## src/rtl/uart_pkg.sv

```systemverilog
// rtl/uart_pkg.sv - shared constants, FSM encoding and divider helpers for uart_frame_tx (BREAK state under UART_TX_BREAK_EN)
package uart_pkg;

   localparam int PAR_NONE = 0;
   localparam int PAR_ODD  = 1;
   localparam int PAR_EVEN = 2;

   typedef enum logic [2:0] {
      ST_IDLE,
      ST_START,
      ST_DATA,
      ST_PARITY,
      ST_STOP
`ifdef UART_TX_BREAK_EN
      , ST_BREAK
`endif
   } tx_state_t;

   // Clocks per bit, rounded to nearest.
   function automatic int calc_div(input int clk_hz, input int baud);
      return (clk_hz + baud / 2) / baud;
   endfunction

   // Bit times in one frame: start + data + optional parity + stop.
   function automatic int frame_bits(input int data_bits, input int parity, input int stop_bits);
      return 1 + data_bits + ((parity != PAR_NONE) ? 1 : 0) + stop_bits;
   endfunction

endpackage

```

## src/rtl/uart_frame_tx_if.sv

```systemverilog
// rtl/uart_frame_tx_if.sv - write-side bundle between the character producer and uart_frame_tx
interface uart_frame_tx_if #(
   parameter int DATA_BITS  = 8,
   parameter int FIFO_DEPTH = 16
);
   logic                          wr_en;
   logic [DATA_BITS-1:0]          wr_data;
   logic                          wr_ready;
   logic [$clog2(FIFO_DEPTH):0]   fifo_level;

   modport master (
      output wr_en,
      output wr_data,
      input  wr_ready,
      input  fifo_level
   );

   modport slave (
      input  wr_en,
      input  wr_data,
      output wr_ready,
      output fifo_level
   );
endinterface

```

## src/rtl/uart_sync_fifo.sv

```systemverilog
// rtl/uart_sync_fifo.sv - single-clock show-ahead FIFO with level and registered full/empty flags
module uart_sync_fifo #(
   parameter int WIDTH = 8,
   parameter int DEPTH = 16
) (
   input  logic                     clk,
   input  logic                     rst_n,
   input  logic                     push,
   input  logic [WIDTH-1:0]         push_data,
   input  logic                     pop,
   output logic [WIDTH-1:0]         pop_data,
   output logic [$clog2(DEPTH):0]   level,
   output logic                     full,
   output logic                     empty
);
   localparam int AW = $clog2(DEPTH);
   localparam int LW = AW + 1;
   localparam logic [LW-1:0] FULL_LVL = LW'(DEPTH);

   logic [WIDTH-1:0] mem [DEPTH];
   logic [AW-1:0]    wr_ptr;
   logic [AW-1:0]    rd_ptr;
   logic             push_ok;
   logic             pop_ok;
   logic [LW-1:0]    level_d;

   // full/empty come from flops, so a same-edge pop never lets a full FIFO accept
   assign push_ok  = push & ~full;
   assign pop_ok   = pop & ~empty;
   assign pop_data = mem[rd_ptr];

   // next occupancy
   always_comb begin
      level_d = level + LW'(push_ok) - LW'(pop_ok);
   end

   // pointers, occupancy and flags
   always_ff @(posedge clk or negedge rst_n) begin
      if (!rst_n) begin
         wr_ptr <= '0;
         rd_ptr <= '0;
         level  <= '0;
         full   <= 1'b0;
         empty  <= 1'b1;
      end else begin
         if (push_ok) wr_ptr <= wr_ptr + AW'(1);
         if (pop_ok)  rd_ptr <= rd_ptr + AW'(1);
         level <= level_d;
         full  <= (level_d == FULL_LVL);
         empty <= (level_d == '0);
      end
   end

   // storage array, contents need no reset
   always_ff @(posedge clk) begin
      if (push_ok) mem[wr_ptr] <= push_data;
   end

endmodule

```

## src/rtl/uart_frame_tx.sv

```systemverilog
// rtl/uart_frame_tx.sv - framed UART transmitter with write FIFO and baud generator; UART_TX_BREAK_EN adds break_req/BREAK
module uart_frame_tx
   import uart_pkg::*;
#(
   parameter int CLK_HZ     = 50000000,
   parameter int BAUD       = 115200,
   parameter int DATA_BITS  = 8,
   parameter int PARITY     = 0,
   parameter int STOP_BITS  = 1,
   parameter int FIFO_DEPTH = 16,
   parameter int BREAK_BITS = 12
) (
   input  logic            clk,
   input  logic            rst_n,
`ifdef UART_TX_BREAK_EN
   input  logic            break_req,
`endif
   uart_frame_tx_if.slave  wr,
   output logic            busy,
   output logic            frame_done,
   output logic            uart_tx
);
   localparam int DIV  = calc_div(CLK_HZ, BAUD);
   localparam int CW   = $clog2(DIV);
   localparam int BMAX = (BREAK_BITS > DATA_BITS) ? BREAK_BITS : DATA_BITS;
   localparam int BW   = $clog2(BMAX + 1);

   tx_state_t            state_q, state_d;
   logic [CW-1:0]        cnt_q, cnt_d;
   logic [BW-1:0]        bit_q, bit_d;
   logic [DATA_BITS-1:0] shift_q, shift_d;
   logic                 par_q, par_d;
   logic                 tx_q, tx_d;
   logic                 tick;
   logic                 load;
   logic                 pop;
   logic [DATA_BITS-1:0] head;
   logic                 fifo_full;
   logic                 fifo_empty;

   uart_sync_fifo #(
      .WIDTH (DATA_BITS),
      .DEPTH (FIFO_DEPTH)
   ) u_fifo (
      .clk       (clk),
      .rst_n     (rst_n),
      .push      (wr.wr_en),
      .push_data (wr.wr_data),
      .pop       (pop),
      .pop_data  (head),
      .level     (wr.fifo_level),
      .full      (fifo_full),
      .empty     (fifo_empty)
   );

   assign wr.wr_ready = ~fifo_full;
   assign tick        = (cnt_q == CW'(DIV - 1));
   assign uart_tx     = tx_q;
   assign busy        = (state_q != ST_IDLE);

   // state, baud counter, shifter and the registered line
   always_ff @(posedge clk or negedge rst_n) begin
      if (!rst_n) begin
         state_q <= ST_IDLE;
         cnt_q   <= '0;
         bit_q   <= '0;
         shift_q <= '0;
         par_q   <= 1'b0;
         tx_q    <= 1'b1;
      end else begin
         state_q <= state_d;
         cnt_q   <= cnt_d;
         bit_q   <= bit_d;
         shift_q <= shift_d;
         par_q   <= par_d;
         tx_q    <= tx_d;
      end
   end

   // bit sequencing; load pops the FIFO head and starts a frame, also straight out of STOP
   always_comb begin
      state_d    = state_q;
      cnt_d      = tick ? '0 : cnt_q + CW'(1);
      bit_d      = bit_q;
      shift_d    = shift_q;
      par_d      = par_q;
      tx_d       = tx_q;
      pop        = 1'b0;
      frame_done = 1'b0;
      load       = 1'b0;
      case (state_q)
         ST_IDLE: begin
            cnt_d = '0;
            tx_d  = 1'b1;
`ifdef UART_TX_BREAK_EN
            if (break_req) begin
               state_d = ST_BREAK;
               tx_d    = 1'b0;
               bit_d   = '0;
            end else if (!fifo_empty) begin
               load = 1'b1;
            end
`else
            if (!fifo_empty) load = 1'b1;
`endif
         end
         ST_START: begin
            if (tick) begin
               state_d = ST_DATA;
               tx_d    = shift_q[0];
               shift_d = shift_q >> 1;
               bit_d   = '0;
            end
         end
         ST_DATA: begin
            if (tick) begin
               if (bit_q == BW'(DATA_BITS - 1)) begin
                  bit_d = '0;
                  if (PARITY != PAR_NONE) begin
                     state_d = ST_PARITY;
                     tx_d    = par_q;
                  end else begin
                     state_d = ST_STOP;
                     tx_d    = 1'b1;
                  end
               end else begin
                  tx_d    = shift_q[0];
                  shift_d = shift_q >> 1;
                  bit_d   = bit_q + BW'(1);
               end
            end
         end
         ST_PARITY: begin
            if (tick) begin
               state_d = ST_STOP;
               tx_d    = 1'b1;
            end
         end
         ST_STOP: begin
            if (tick) begin
               if (bit_q == BW'(STOP_BITS - 1)) begin
                  frame_done = 1'b1;
                  if (!fifo_empty) begin
                     load = 1'b1;
                  end else begin
                     state_d = ST_IDLE;
                     tx_d    = 1'b1;
                  end
               end else begin
                  bit_d = bit_q + BW'(1);
               end
            end
         end
`ifdef UART_TX_BREAK_EN
         ST_BREAK: begin
            // BREAK_BITS low bit times, then one mark bit time before IDLE
            if (tick) begin
               if (bit_q == BW'(BREAK_BITS)) begin
                  state_d = ST_IDLE;
               end else begin
                  bit_d = bit_q + BW'(1);
                  if (bit_q == BW'(BREAK_BITS - 1)) tx_d = 1'b1;
               end
            end
         end
`endif
         default: begin
            state_d = ST_IDLE;
            tx_d    = 1'b1;
         end
      endcase
      if (load) begin
         pop     = 1'b1;
         state_d = ST_START;
         shift_d = head;
         par_d   = (PARITY == PAR_ODD) ? ~^head : ^head;
         tx_d    = 1'b0;
         cnt_d   = '0;
         bit_d   = '0;
      end
   end

endmodule

```

## src/flat_wrapper.sv

```systemverilog
// flat-port wrapper written by rule: the top's interface ports become plain ports
module uart_frame_tx_flat import uart_pkg::*;
#(
   parameter int CLK_HZ     = 50000000,
   parameter int BAUD       = 115200,
   parameter int DATA_BITS  = 8,
   parameter int PARITY     = 0,
   parameter int STOP_BITS  = 1,
   parameter int FIFO_DEPTH = 16,
   parameter int BREAK_BITS = 12
)
  (clk, rst_n, busy, frame_done, uart_tx, wr_wr_en, wr_wr_data, wr_wr_ready, wr_fifo_level);
  uart_frame_tx_if #(.DATA_BITS(DATA_BITS), .FIFO_DEPTH(FIFO_DEPTH)) wr_i ();
  input  logic clk;
  input  logic rst_n;
  output logic busy;
  output logic frame_done;
  output logic uart_tx;
  input wire logic [$bits(wr_i.wr_en)-1:0] wr_wr_en;
  input wire logic [$bits(wr_i.wr_data)-1:0] wr_wr_data;
  output wire logic [$bits(wr_i.wr_ready)-1:0] wr_wr_ready;
  output wire logic [$bits(wr_i.fifo_level)-1:0] wr_fifo_level;
  assign wr_i.wr_en = wr_wr_en;
  assign wr_i.wr_data = wr_wr_data;
  assign wr_wr_ready = wr_i.wr_ready;
  assign wr_fifo_level = wr_i.fifo_level;
  uart_frame_tx #(.CLK_HZ(CLK_HZ), .BAUD(BAUD), .DATA_BITS(DATA_BITS), .PARITY(PARITY), .STOP_BITS(STOP_BITS), .FIFO_DEPTH(FIFO_DEPTH), .BREAK_BITS(BREAK_BITS)) u_core (.clk(clk), .rst_n(rst_n), .wr(wr_i), .busy(busy), .frame_done(frame_done), .uart_tx(uart_tx));
endmodule
```

## config.mk

```make
export PLATFORM = sky130hd
export DESIGN_NAME = uart_frame_tx_flat
export DESIGN_NICKNAME = d
export VERILOG_FILES = /design/src/rtl/uart_pkg.sv /design/src/rtl/uart_frame_tx_if.sv /design/src/rtl/uart_sync_fifo.sv /design/src/rtl/uart_frame_tx.sv /design/src/flat_wrapper.sv
export SDC_FILE = /design/constraint.sdc
export NUM_CORES = 1
export LEC_CHECK = 0
export ABC_AREA = 0
export ABC_CLOCK_PERIOD_IN_PS = 5810
export CORE_ASPECT_RATIO = 1.75
export CORE_MARGIN = 2
export CORE_UTILIZATION = 40
export CTS_CLUSTER_DIAMETER = 50
export CTS_CLUSTER_SIZE = 24
export DETAILED_ROUTE_END_ITERATION = 7
export GPL_TIMING_DRIVEN = 1
export PLACE_DENSITY_LB_ADDON = 0.05
export SLEW_MARGIN = 10
export SYNTH_ARGS = -nofsm -noshare
export SYNTH_HDL_FRONTEND = slang
export SYNTH_SLANG_ARGS = --single-unit
```

## constraint.sdc

```tcl
create_clock -name clk -period 5.81 [get_ports clk]
set_input_delay 1.162 -clock clk [delete_from_list [all_inputs] [get_ports clk]]
set_output_delay 1.162 -clock clk [all_outputs]
set_load 0.01 [all_outputs]
```

# After elaboration in Yosys (flattened, before gate mapping)
# Memories as Yosys holds them, arrays and structs flattened.
# Index checks and enable logic that the tools add are counted.
classes:
  n_mux: 43
  n_eq_ne: 17
  n_reduce_logical: 10
  addsub: 6
  n_bitwise: 4
op_table:
  columns: ["op", "count"]
  rows:
  - ["$mux 8", 4]
  - ["$mux 9", 3]
  - ["$mux 3", 8]
  - ["$mux 4", 6]
  - ["$ne 3x1->1 const B", 6]
  - ["$mux 1", 17]
  - ["$pmux 8 s2", 1]
  - ["$pmux 3 s5", 1]
  - ["$add 4x1->4 const B", 3]
  - ["$pmux 4 s3", 1]
  - ["$add 9x1->9 const B", 1]
  - ["$eq 9x9->1 const B", 1]
  - ["$ne 3x2->1 const B", 3]
  - ["$reduce_and 8->1", 1]
  - ["$eq 3x2->1 const B", 2]
  - ["$reduce_and 6->1", 1]
  - ["$reduce_bool 3->1", 2]
  - ["$add 5x1->5", 1]
  - ["$eq 5x5->1 const B", 1]
  - ["$logic_not 5->1", 1]
  - ["$reduce_and 5->1", 1]
  - ["$sub 5x1->5", 1]
  - ["$eq 4x3->1 const B", 1]
  - ["$logic_not 4->1", 1]
  - ["10 further kinds", 12]
word_totals:
  in_bits: 11
  mem_bits_rw: 128
  reg_bits: 40
  out_inout_bits: 9
  wordCells: 91
  memories: 1
mem_list:
  columns: ["memory", "words", "word_bits", "rd", "rd_ports_with_merged_regs", "write_ports", "line", "source"]
  rows:
  - ["u_core.u_fifo.mem", 16, 8, 1, 0, 1, "uart_sync_fifo.sv:20", "logic [WIDTH-1:0] mem [DEPTH];"]

# Logic depth before layout (Yosys ltp)
# Gate-level depths: netlist (run 1).
logic_depth:
  word_depth: 8
  depth_mapped: 17
  mapped_depth_nobuf: 16

# By module
# From an unflattened synthesis (run 1), not the netlist that was laid out.
unflattened:
  hier_cells: 440
  hier_area_um2: 7156.9
by_module_without_submodules:
  columns: ["module", "area_each_um2", "seq_area_each_um2", "cells_per_inst", "n_inst"]
  rows:
  - ["uart_sync_fifo", 5780.5, 4220.3, 292, 1]
  - ["uart_frame_tx", 1376.3, 626.9, 148, 1]

# Worst setup path after synthesis (run 1)
# OpenSTA, ideal clock, no wires.
synth_timing:
  path_kind: "input to register"
  from: "in wr_wr_en"
  to: "reg u_core.u_fifo.full"
  t_arrival_ns: 3.248
  path_slack_ns: 2.489
  required_ns: 5.737
  stages: 11
  n_path_buf: 1
  setup_time_ns: 0.073
  cell_sequence: "nor2b_1 > clkbuf_1 > inv_1 > ha_1 > inv_1 > ha_1 > inv_1 > fa_1 > inv_1 > or4_1 > nor2b_1"
synth_via:
  elab_chain_len: 4
synth_lines:
  columns: ["item", "line", "source"]
  rows:
  - ["start: declaration", "flat_wrapper.sv:19", "input wire logic [$bits(wr_i.wr_en)-1:0] wr_wr_en;"]
  - ["$and 1x1->1", "uart_sync_fifo.sv:28", "assign push_ok = push & ~full;"]
  - ["$add 5x1->5", "uart_sync_fifo.sv:34", "level_d = level + LW'(push_ok) - LW'(pop_ok);"]
  - ["$sub 5x1->5", "uart_sync_fifo.sv:34", null]
  - ["via u_core.u_fifo.level_d[1]", "uart_sync_fifo.sv:25", "logic [LW-1:0] level_d;"]
  - ["$eq 5x5->1", "uart_sync_fifo.sv:49", "full <= (level_d == FULL_LVL);"]
  - ["end signal: assignment", "uart_sync_fifo.sv:49", null]
  - ["end: declaration", "uart_sync_fifo.sv:13", "output logic full,"]
# The timed path passes the listed nets, and every way through them passes these cells.
# A chain may end at the register's enable or synchronous reset.

# Final worst setup path (run 1)
layout_timing:
  from: "reg u_core.bit_q[0]"
  to: "reg u_core.u_fifo.empty"
layout_via:
  elab_chain_len: 8
layout_lines:
  columns: ["item", "line", "source"]
  rows:
  - ["start: declaration", "uart_frame_tx.sv:30", "logic [BW-1:0] bit_q, bit_d;"]
  - ["start signal: assignment", "uart_frame_tx.sv:73", "bit_q <= bit_d;"]
  - ["$logic_not 4->1", "uart_frame_tx.sv:141", "if (bit_q == BW'(STOP_BITS - 1)) begin"]
  - ["$mux 1", "uart_frame_tx.sv:141", null]
  - ["$mux 1", "uart_frame_tx.sv:140", "if (tick) begin"]
  - ["$pmux 1 s2", "uart_frame_tx.sv:91", "case (state_q)"]
  - ["$mux 1", "uart_frame_tx.sv:172", "if (load) begin"]
  - ["$and 1x1->1", "uart_sync_fifo.sv:29", "assign pop_ok = pop & ~empty;"]
  - ["$sub 5x1->5", "uart_sync_fifo.sv:34", null]
  - ["via u_core.u_fifo.level_d[2]", "uart_sync_fifo.sv:25", null]
  - ["$logic_not 5->1", "uart_sync_fifo.sv:50", "empty <= (level_d == '0);"]
  - ["end signal: assignment", "uart_sync_fifo.sv:50", null]
  - ["end: declaration", "uart_sync_fifo.sv:14", "output logic empty"]
# The timed path passes the listed nets, and every way through them passes these cells.

==> flow_summary.toml, run 1 <==
[grt]
grt_pass1_vias = 4001
grt_overflow = 0
antenna_found_initial = 0
grt_max_degree = 41
grt_pass1_wl_mm = 22.45
grt_usage_pct = 15.90

[clock_tree]
htreeDepth = 4
clk-insertion-delay-late_ns = 0.42
postCtsHoldBufs = 0
cts_sinks = 168
cts_post_setup_buffers_inserted = 0
ctsResizeCount = 0
cts-root-buf = "clkbuf_16"
cts_buffers = 17
clk_path_buf_depth = 2
path_clk_slew_ns = 0.07
cts_tree = "built"

[critical_path]
end_kind = "register"
critPathLaunchType = "register"
crit_type = "register to register"
crit_required_ns = 6.17
cpLargestDelayFamily = "simple AND/OR/NAND/NOR gates"
max_stage_delay_ns = 0.72
arrival_ns = 4.68
cp_slowest_cell = "nor4_2"
worstPathCellList = "inv_1 > ha_1 > or3b_1 > nor4_2 > a21boi_1 > inv_2 > ha_1 > inv_1 > ha_1 > inv_1 > fa_1 > xnor2_1 > or4_1 > nor2_1"
path_max_fanout = 13
worst-path-buf-inv = 4

[logic_synthesis]
ys_ff_latch = 168
synthDistinctLibCells = 42
synth_edf_count = 128
syn-num-nets = 484
async_reset_ff_share_pct = 23.81
ys_seq_area_share_pct = 68.11
ys.flop_type = "edfxtp_1"
postSynthAreaPerCell_um2 = 15.54
ys_warn_count = 0
netlist_area_um2 = 7117
synthCells = 458

[layout]
fillCellCount = 1598
syn2layout_area_growth_pct = 14.15
final_util_pct = 46.54
multi_input_area_um2 = 2116
drive_above_1_share_pct = 16.60
seqCellArea_um2 = 4848
final_nets = 501
num_antenna_cells = 0

[detailed_routing]
wl_met1_mm = 5.420
drt-total-wl_mm = 14.10
drc = 0
wl_per_cell_um = 19.61
met3_length_um = 281
vias = 3799
dr_wl_met2_mm = 8.177
viasPerCell = 5.284
drtIter0Drc = 229
drtAntennaViolNets = 0
highest_layer = "met4"
first_pass_iters = 4

[worst_hold_path]
min_path_type = "register to register"

[timing]
timing.final.crit_period_ns = 4.325
min_period_over_period_pct = 74.44
maxSlewHeadroom_pct = 35.75
rsz0062_at_grt = "no"
setup_tns_ns = 0
fmax_ghz = 0.2312
slew_viol_final = 0
skew_ns = 0.008466
worst_slew_pin_slew_ns = 0.9602
hold_violations = 0
final-setup-viol-count = 0

[power]
peakVddDrop_mv = 0.1919
power.density_nw_per_um2 = 375.6
leakagePower_uw = 0.002812

[floorplan]
dieArea_um2 = 18920
io_pins = 20
core-area_um2 = 17460
rows = 64
die_x_um = 104.8
die_h_um = 180.5
initial_core_util_pct = 40.77

[run_status]
status = "finished clean"

[placed_design]
io_buffer_count = 19
hpwl_mm = 9.622
gp_congestion = 0.7526

[flow_run]
maxCapViolCount = 0
cell type report:
cell class / instances / share of cell area [%]
flip-flops and latches: 168 / 59.68
multi-input cells: 247 / 26.04
clock buffers: 17 / 5.236
well taps: 231 / 3.558
repair buffers: 22 / 2.557
clock inverters: 15 / 2.048
inverters: 19 / 0.8779
layer usage:
metal	track usage (%)	vias up
met2	29.74	49
met4	5.760	0
met3	2.821	15
met5	0	-
li1	-	1767
met1	17.83	1968
cells in the mapped netlist, types with 2 or more instances:
library cell,n,area (um^2)
edfxtp_1,128,3844
nand2_1,41,153.9
dfrtp_1,38,950.9
nor2_1,36,135.1
mux4_2,32,720.7
inv_1,18,67.56
a22oi_1,16,120.1
xnor2_1,15,131.4
ha_1,14,175.2
clkbuf_1,13,48.80
nand4_1,11,68.82
buf_2,10,50.05
nand2b_1,9,56.30
o2111ai_1,8,70.07
nor2b_1,7,43.79
o21ai_0,7,35.03
or3_1,7,43.79
a21oi_1,5,25.02
nand3_1,5,25.02
nor3_1,5,25.02
a21o_1,3,22.52
mux2i_1,3,30.03
or4_1,3,22.52
a211oi_1,2,15.01
a32o_1,2,20.02
and2_1,2,12.51
dfstp_2,2,52.55
xor2_1,2,17.52
sequential cells by signal, summed over array words and instances (netlist names):
signal / cells
u_core.u_fifo.empty: 1
u_core.shift_q: 8
u_core.u_fifo.wr_ptr: 4
u_core.state_q: 3
u_core.bit_q: 4
u_core.u_fifo.mem: 128
u_core.cnt_q: 9
u_core.u_fifo.level: 5
u_core.u_fifo.full: 1
u_core.u_fifo.rd_ptr: 4
u_core.uart_tx: 1
worst paths after layout:
kind	start	endpoint	slack, ns	cells after the start
setup / recovery	u_core.bit_q[0]	u_core.u_fifo.empty	1.49	14
hold / removal	u_core.cnt_q[0]	u_core.cnt_q[0]	0.52	1
setup reg to reg	u_core.bit_q[0]	u_core.u_fifo.empty	1.49	14
hold reg to reg	u_core.cnt_q[0]	u_core.cnt_q[0]	0.52	1
max in group asynchronous	rst_n	u_core.u_fifo.rd_ptr[0]	4.27	1
min in group asynchronous	rst_n	u_core.cnt_q[5]	0.88	1
stage by stage:
stage | cell area, um^2 | setup WS [ns] | std cells | hold slack (ns) | power (uW)
5_1_grt | 8124 | 1.178 | 719 | 0.5474 | 3197
2_1_floorplan | 7117 | 2.489 | 458 | 0.4804 | 1779
3_5_place_dp | 7532 | 1.486 | 687 | 0.5150 | 1960
4_1_cts | 8124 | 1.461 | 719 | 0.5252 | 3100
3_3_place_gp | 7532 | 1.677 | 687 | 0.5050 | 1944
6_report | 8124 | 1.485 | 719 | 0.5178 | 3052
cell families after synthesis:
group / count (synthesis) / synth area share (%)
flops: 168 / 68.11
simple gates: 132 / 9.177
compound gates: 48 / 4.887
buf+inv: 43 / 2.444
mux: 35 / 10.55
xor+xnor: 17 / 2.092
fa+ha+maj: 15 / 2.743
placed cells by master, fill, tap and decap left out, types with 15 or more instances in the layout:
master and instances:
clkdlybuf4s50_1 18, edfxtp_1 128, mux4_2 32, a22oi_1 16
xnor2_1 15, nand2_1 41, inv_1 18, nor2_1 36
clkbuf_16 17, dfrtp_1 37
power by group:
group          internal [uW]  switching, uW
sequential              1440           70.4
combinational            176            234
clock                    643            489
Power figures use the tool's default switching activity.
==> inputs of run 2 (changes only) <==
--- a/config.mk
+++ b/config.mk
@@ -6,7 +6,7 @@
 export NUM_CORES = 1
 export LEC_CHECK = 0
 export ABC_AREA = 0
-export ABC_CLOCK_PERIOD_IN_PS = 5810
+export ABC_CLOCK_PERIOD_IN_PS = 4400
 export CORE_ASPECT_RATIO = 1.75
 export CORE_MARGIN = 2
 export CORE_UTILIZATION = 40
==> constraint.sdc (replaced) <==
create_clock -name clk -period 4.4 [get_ports clk]
set_input_delay 0.88 -clock clk [delete_from_list [all_inputs] [get_ports clk]]
set_output_delay 0.88 -clock clk [all_outputs]
set_load 0.01 [all_outputs]
==> run 2 against run 1 <==
Routed wire length down 1.2%. Die area is the same. Hold slack lost 0.0047 ns. Count of clock-buffer cells in the layout grew 1. Clock power grew 34%. Combinational power rose by 34%. Clock skew decreased by 0.0021 ns. Sequential cell count stayed put. Power grew 33%. Cell count increased by 0.97%. Critical endpoint is now u_core.u_fifo.full. Largest power group unchanged.
==> flow_summary.toml, run 2 (synthesis results as in run 1) <==
[layout]
layout_commonest_cell = "edfxtp_1"
num_antenna_cells = 0
largest_reg_flops = 128
layout_common_cells = "edfxtp_1 (128), nand2_1 (41), dfrtp_1 (37)"
syn2layout_area_growth_pct = 14.77
final_nets = 508
drive_above_1_share_pct = 16.77
regMostFlops = "u_core.u_fifo.mem"
reg_top3 = "u_core.u_fifo.mem x128, u_core.cnt_q x9, u_core.shift_q x8"

[critical_path]
arrival_ns = 3.96
r2r-end = "u_core.u_fifo.full"
worst-r2r-setup-slack_ns = 0.79
crit_required_ns = 4.75
end_kind = "register"
path_max_fanout = 16
startpoint = "u_core.state_q[2]"
critPathLaunchType = "register"
reg2reg_from = "u_core.state_q[2]"
cp_slowest_cell = "a21boi_1"
ff2ff_path_depth = 13
crit_type = "register to register"
crit_path_frequent_cell = "inv_1"
worstPathCellList = "nor3_2 > nand2b_1 > buf_4 > a21boi_1 > inv_2 > ha_1 > inv_1 > ha_1 > inv_1 > fa_1 > inv_1 > or4_1 > nor2b_1"
max_stage_delay_ns = 0.56
worstSetupEndpoint = "u_core.u_fifo.full"

[floorplan]
initial_core_util_pct = 40.77
io_pins = 20
die_x_um = 104.8
rows = 64
core-area_um2 = 17460
dieArea_um2 = 18920
die_h_um = 180.5

[power]
switching_power_uw = 1008
p_comb_share_pct = 13.5
leakagePower_uw = 0.002844
peakVddDrop_mv = 0.3066
power.density_nw_per_um2 = 495.7
p_int_uw = 3041
p_seq_share_pct = 49.2
switching_share_pct = 24.89
p_clk_share_pct = 37.3

[detailed_routing]
first_pass_iters = 4
drtAntennaViolNets = 0
viasPerCell = 5.114
drc = 0
drt-total-wl_mm = 13.93
vias = 3713
wl_per_cell_um = 19.19
drtIter0Drc = 241

[placed_design]
hpwl_mm = 10.00
io_buffer_count = 19
place_ws_ns = 0.7209
gp_congestion = 0.7904

[timing]
setup_tns_ns = 0
fin_ws_ns = 0.7871
rsz0062_at_grt = "no"
min_period_over_period_pct = 82.11
slew_viol_final = 0
timing.final.crit_period_ns = 3.613
maxSlewHeadroom_pct = 38.45
worst_slew_pin_slew_ns = 0.9198
fmax_ghz = 0.2768
skew_ns = 0.006383
final-setup-viol-count = 0
hold_violations = 0

[clock_tree]
cts_tree = "built"
clk_path_buf_depth = 2
path_clk_slew_ns = 0.07
cts_buffers = 17
postCtsHoldBufs = 0
cts-root-buf = "clkbuf_16"
htreeDepth = 4
cts_post_setup_buffers_inserted = 0
ctsResizeCount = 0
cts_sinks = 168
clk-insertion-delay-late_ns = 0.42

[grt]
antenna_found_initial = 0
grt_pass1_wl_mm = 22.58
grt_overflow = 0
grt_pass1_vias = 4155
grt_usage_pct = 15.85
grt_max_degree = 41

[flow_run]
maxCapViolCount = 0

[worst_hold_path]
min_path_type = "register to register"

[run_status]
status = "finished clean"
==> run 2: metrics by stage <==
step | power (uW) | area [um^2] | instances | utilization (%) | hold WS [ns]
finish | 4048 | 8168 | 726 | 46.79 | 0.5131
global route | 4242 | 8168 | 726 | 46.79 | 0.5593
CTS | 4114 | 8168 | 726 | 46.79 | 0.5183
floorplan | 2349 | 7117 | 458 | - | 0.4804
detailed placement | 2594 | 7565 | 694 | 43.33 | 0.5088
global placement | 2572 | 7565 | 694 | 43.33 | 0.4954
==> run 2: worst min path at each step <==
stage,to,depth (start not counted),from,slack (ns)
3_5_place_dp,u_core.cnt_q[0],1,u_core.cnt_q[0],0.51
6_report,u_core.cnt_q[0],1,u_core.cnt_q[0],0.51
4_1_cts,u_core.cnt_q[0],1,u_core.cnt_q[0],0.52
2_1_floorplan,u_core.cnt_q[0],1,u_core.cnt_q[0],0.48
5_1_grt,u_core.shift_q[7],1,u_core.shift_q[7],0.56
3_3_place_gp,u_core.cnt_q[0],1,u_core.cnt_q[0],0.50
==> run 2: worst max-delay path: cells and delay by family (launching register included) <==
family,cells,cell delay [ns]
DFF,1,0.55
and+or+nand+nor,4,0.87
AOI/OAI and AO/OA,1,0.56
buffers and inverters,5,0.61
adders and majority gates,3,0.95
==> run 2: final cells by class <==
cell class                 instances  area [um^2]
inverter                          19        71.32
sequential                       168         4848
clock buffer                      18        429.2
multi-input combinational        247         2096
timing repair buffer              29        260.3
fill                            1597         9289
clock inverter                    14        173.9
tap                              231        289.0
==> run 2: power by group through the flow <==
stage | clock [uW] | sequential (uW) | combinational [uW]
after CTS | 1550 | 2000 | 568
final | 1510 | 1990 | 547
after global placement | 0 | 2020 | 555
after detailed placement | 0 | 2030 | 567
after global routing | 1620 | 2010 | 612
after floorplan | 0 | 1990 | 359
==> run 2: layer usage <==
metal / track usage [%] / up-vias / share of wire [%]
met4: 5.547 / 0 / 1.4
met2: 31.14 / 47 / 60
met3: 2.821 / 12 / 2.1
li1: - / 1775 / -
met5: 0 / - / 0
met1: 16.44 / 1879 / 37
==> inputs of run 3 (changes only) <==
--- a/config.mk
+++ b/config.mk
@@ -6,7 +6,7 @@
 export NUM_CORES = 1
 export LEC_CHECK = 0
 export ABC_AREA = 0
-export ABC_CLOCK_PERIOD_IN_PS = 4400
+export ABC_CLOCK_PERIOD_IN_PS = 3000
 export CORE_ASPECT_RATIO = 1.75
 export CORE_MARGIN = 2
 export CORE_UTILIZATION = 40
==> constraint.sdc (replaced) <==
create_clock -name clk -period 3 [get_ports clk]
set_input_delay 0.6 -clock clk [delete_from_list [all_inputs] [get_ports clk]]
set_output_delay 0.6 -clock clk [all_outputs]
set_load 0.01 [all_outputs]
==> run 3 against run 2 <==
The run now ends with negative setup slack left. Global-route usage up 0.27 points. Cell count up 3.6%. First-iteration DRC count down 17%. Routed wire length up 1.4%. Sequential cell count unchanged. Critical endpoint unchanged. Largest cell class unchanged. Highest routed layer unchanged.
==> flow_summary.toml, run 3 (synthesis results as in run 1) <==
[floorplan]
io_pins = 20
core-area_um2 = 17460
rows = 64
initial_core_util_pct = 40.77
die_h_um = 180.5
die_x_um = 104.8
dieArea_um2 = 18920

[layout]
multi_input_area_um2 = 2145
reg_top3 = "u_core.u_fifo.mem x128, u_core.cnt_q x9, u_core.shift_q x8"
regMostFlops = "u_core.u_fifo.mem"
fillCellCount = 1581
largest_reg_flops = 128
final_nets = 535
seqCellArea_um2 = 4848
num_antenna_cells = 0
drive_above_1_share_pct = 22.65
layout_commonest_cell = "edfxtp_1"
layout_common_cells = "edfxtp_1 (128), nand2_1 (41), dfrtp_1 (37)"
syn2layout_area_growth_pct = 17.77
final_util_pct = 48.01

[detailed_routing]
drc = 0
drtIter0Drc = 201
first_pass_iters = 4
wl_per_cell_um = 18.79
drtAntennaViolNets = 0
drt-total-wl_mm = 14.13
vias = 3883
viasPerCell = 5.164

[placed_design]
gp_congestion = 0.7579
hpwl_mm = 9.832
io_buffer_count = 19
place_ws_ns = -0.2169

[critical_path]
arrival_ns = 3.41
path_max_fanout = 4
r2r-end = "u_core.u_fifo.full"
ff2ff_path_depth = 14
end_kind = "register"
startpoint = "u_core.bit_q[0]"
crit_required_ns = 3.34
worst-r2r-setup-slack_ns = -0.07
critPathLaunchType = "register"
reg2reg_from = "u_core.bit_q[0]"
crit_type = "register to register"

[run_status]
status = "complete, but fails checks"
violations = "negative setup slack"

[timing]
maxSlewHeadroom_pct = 35.91
whs_ns = 0.3316
timing.final.crit_period_ns = 3.068
hold_violations = 0
fmax_ghz = 0.3259
worst_slew_pin_slew_ns = 0.9613
min_period_over_period_pct = 102.3
final-setup-viol-count = 2
skew_ns = 0.006976
slew_viol_final = 0
fin_ws_ns = -0.06797
rsz0062_at_grt = "yes"

[grt]
met2_usage_pct = 30.83
grtUsageMet1_pct = 16.77
grt_pass1_vias = 4282
grtUsageMet3_pct = 3.400
grt_pass1_wl_mm = 22.85
grt_max_degree = 41
busiest_layer = "met2"
antenna_found_initial = 0
grt_overflow = 0
grt_usage_pct = 16.12

[clock_tree]
htreeDepth = 4
clk_path_buf_depth = 2
path_clk_slew_ns = 0.06
cts_buffers = 17
cts-root-buf = "clkbuf_16"
cts_tree = "built"
clk-insertion-delay-late_ns = 0.42
cts_sinks = 168

[power]
peakVddDrop_mv = 0.4618
power.density_nw_per_um2 = 693.0
leakagePower_uw = 0.002963

[worst_hold_path]
min_path_type = "input pin to asynchronous set/reset pin"

[flow_run]
maxCapViolCount = 0
-- run 3: critical path: stages (launching register included) --
cell and delay [ns]:
dfrtp_1 0.39, inv_2 0.06, ha_1 0.13, or3b_4 0.42, nor4_4 0.18, a21boi_2 0.10, inv_2 0.09, ha_4 0.20
inv_2 0.06, ha_4 0.12, inv_2 0.03, fa_2 0.52, inv_2 0.04, or4_4 0.51, nor2b_1 0.13
-- run 3: timing repair --
action,4_1_cts,5_1_grt
setup endpoints to repair,3,2
gates cloned,0,0
pin swaps,3,1
setup buffers,2,1
endpoints found under the hold margin,0,0
gates resized for setup,5,2
hold buffers,0,0
-- run 3: through the flow --
stage / TNS (ns) / total power [uW] / instances / area, um^2
floorplan: -0.4287 / 3466 / 458 / 7163
global placement: -0.3282 / 3811 / 718 / 7810
detailed placement: -0.4184 / 3837 / 718 / 7810
CTS: -0.1618 / 5882 / 751 / 8372
global route: -0.3464 / 6089 / 752 / 8382
finish: -0.1016 / 5809 / 752 / 8382
-- run 3: power breakdown --
group          leakage [uW]  switching (uW)  internal [uW]
Sequential          0.00165             133           2790
Clock              0.000254             870           1130
Combinational       0.00106             472            413
-- run 3: worst max path at each step --
| stage | endpoint | cells past startpoint |
|---|---|---|
| finish | u_core.u_fifo.full | 14 |
| detailed placement | u_core.u_fifo.full | 14 |
| global placement | u_core.u_fifo.full | 14 |
| floorplan | u_core.u_fifo.full | 15 |
| global route | u_core.u_fifo.full | 14 |
| CTS | u_core.u_fifo.full | 14 |
-- run 3: area by class of cell --
| type | count | share of cell area, % |
|---|---|---|
| clock buffers | 19 | 5.165 |
| clock inverters | 12 | 1.254 |
| inverters | 19 | 0.8509 |
| multi-input cells | 247 | 25.59 |
| flip-flops and latches | 168 | 57.84 |
| well taps | 231 | 3.448 |
| repair buffers | 56 | 5.852 |
-- run 3: routing by layer --
| layer | vias to the layer above | wire length [um] |
|---|---|---|
| met2 | 37 | 8233 |
| li1 | 1838 | - |
| met4 | 0 | 290 |
| met1 | 1989 | 5363 |
| met3 | 19 | 241 |
| met5 | - | 0 |
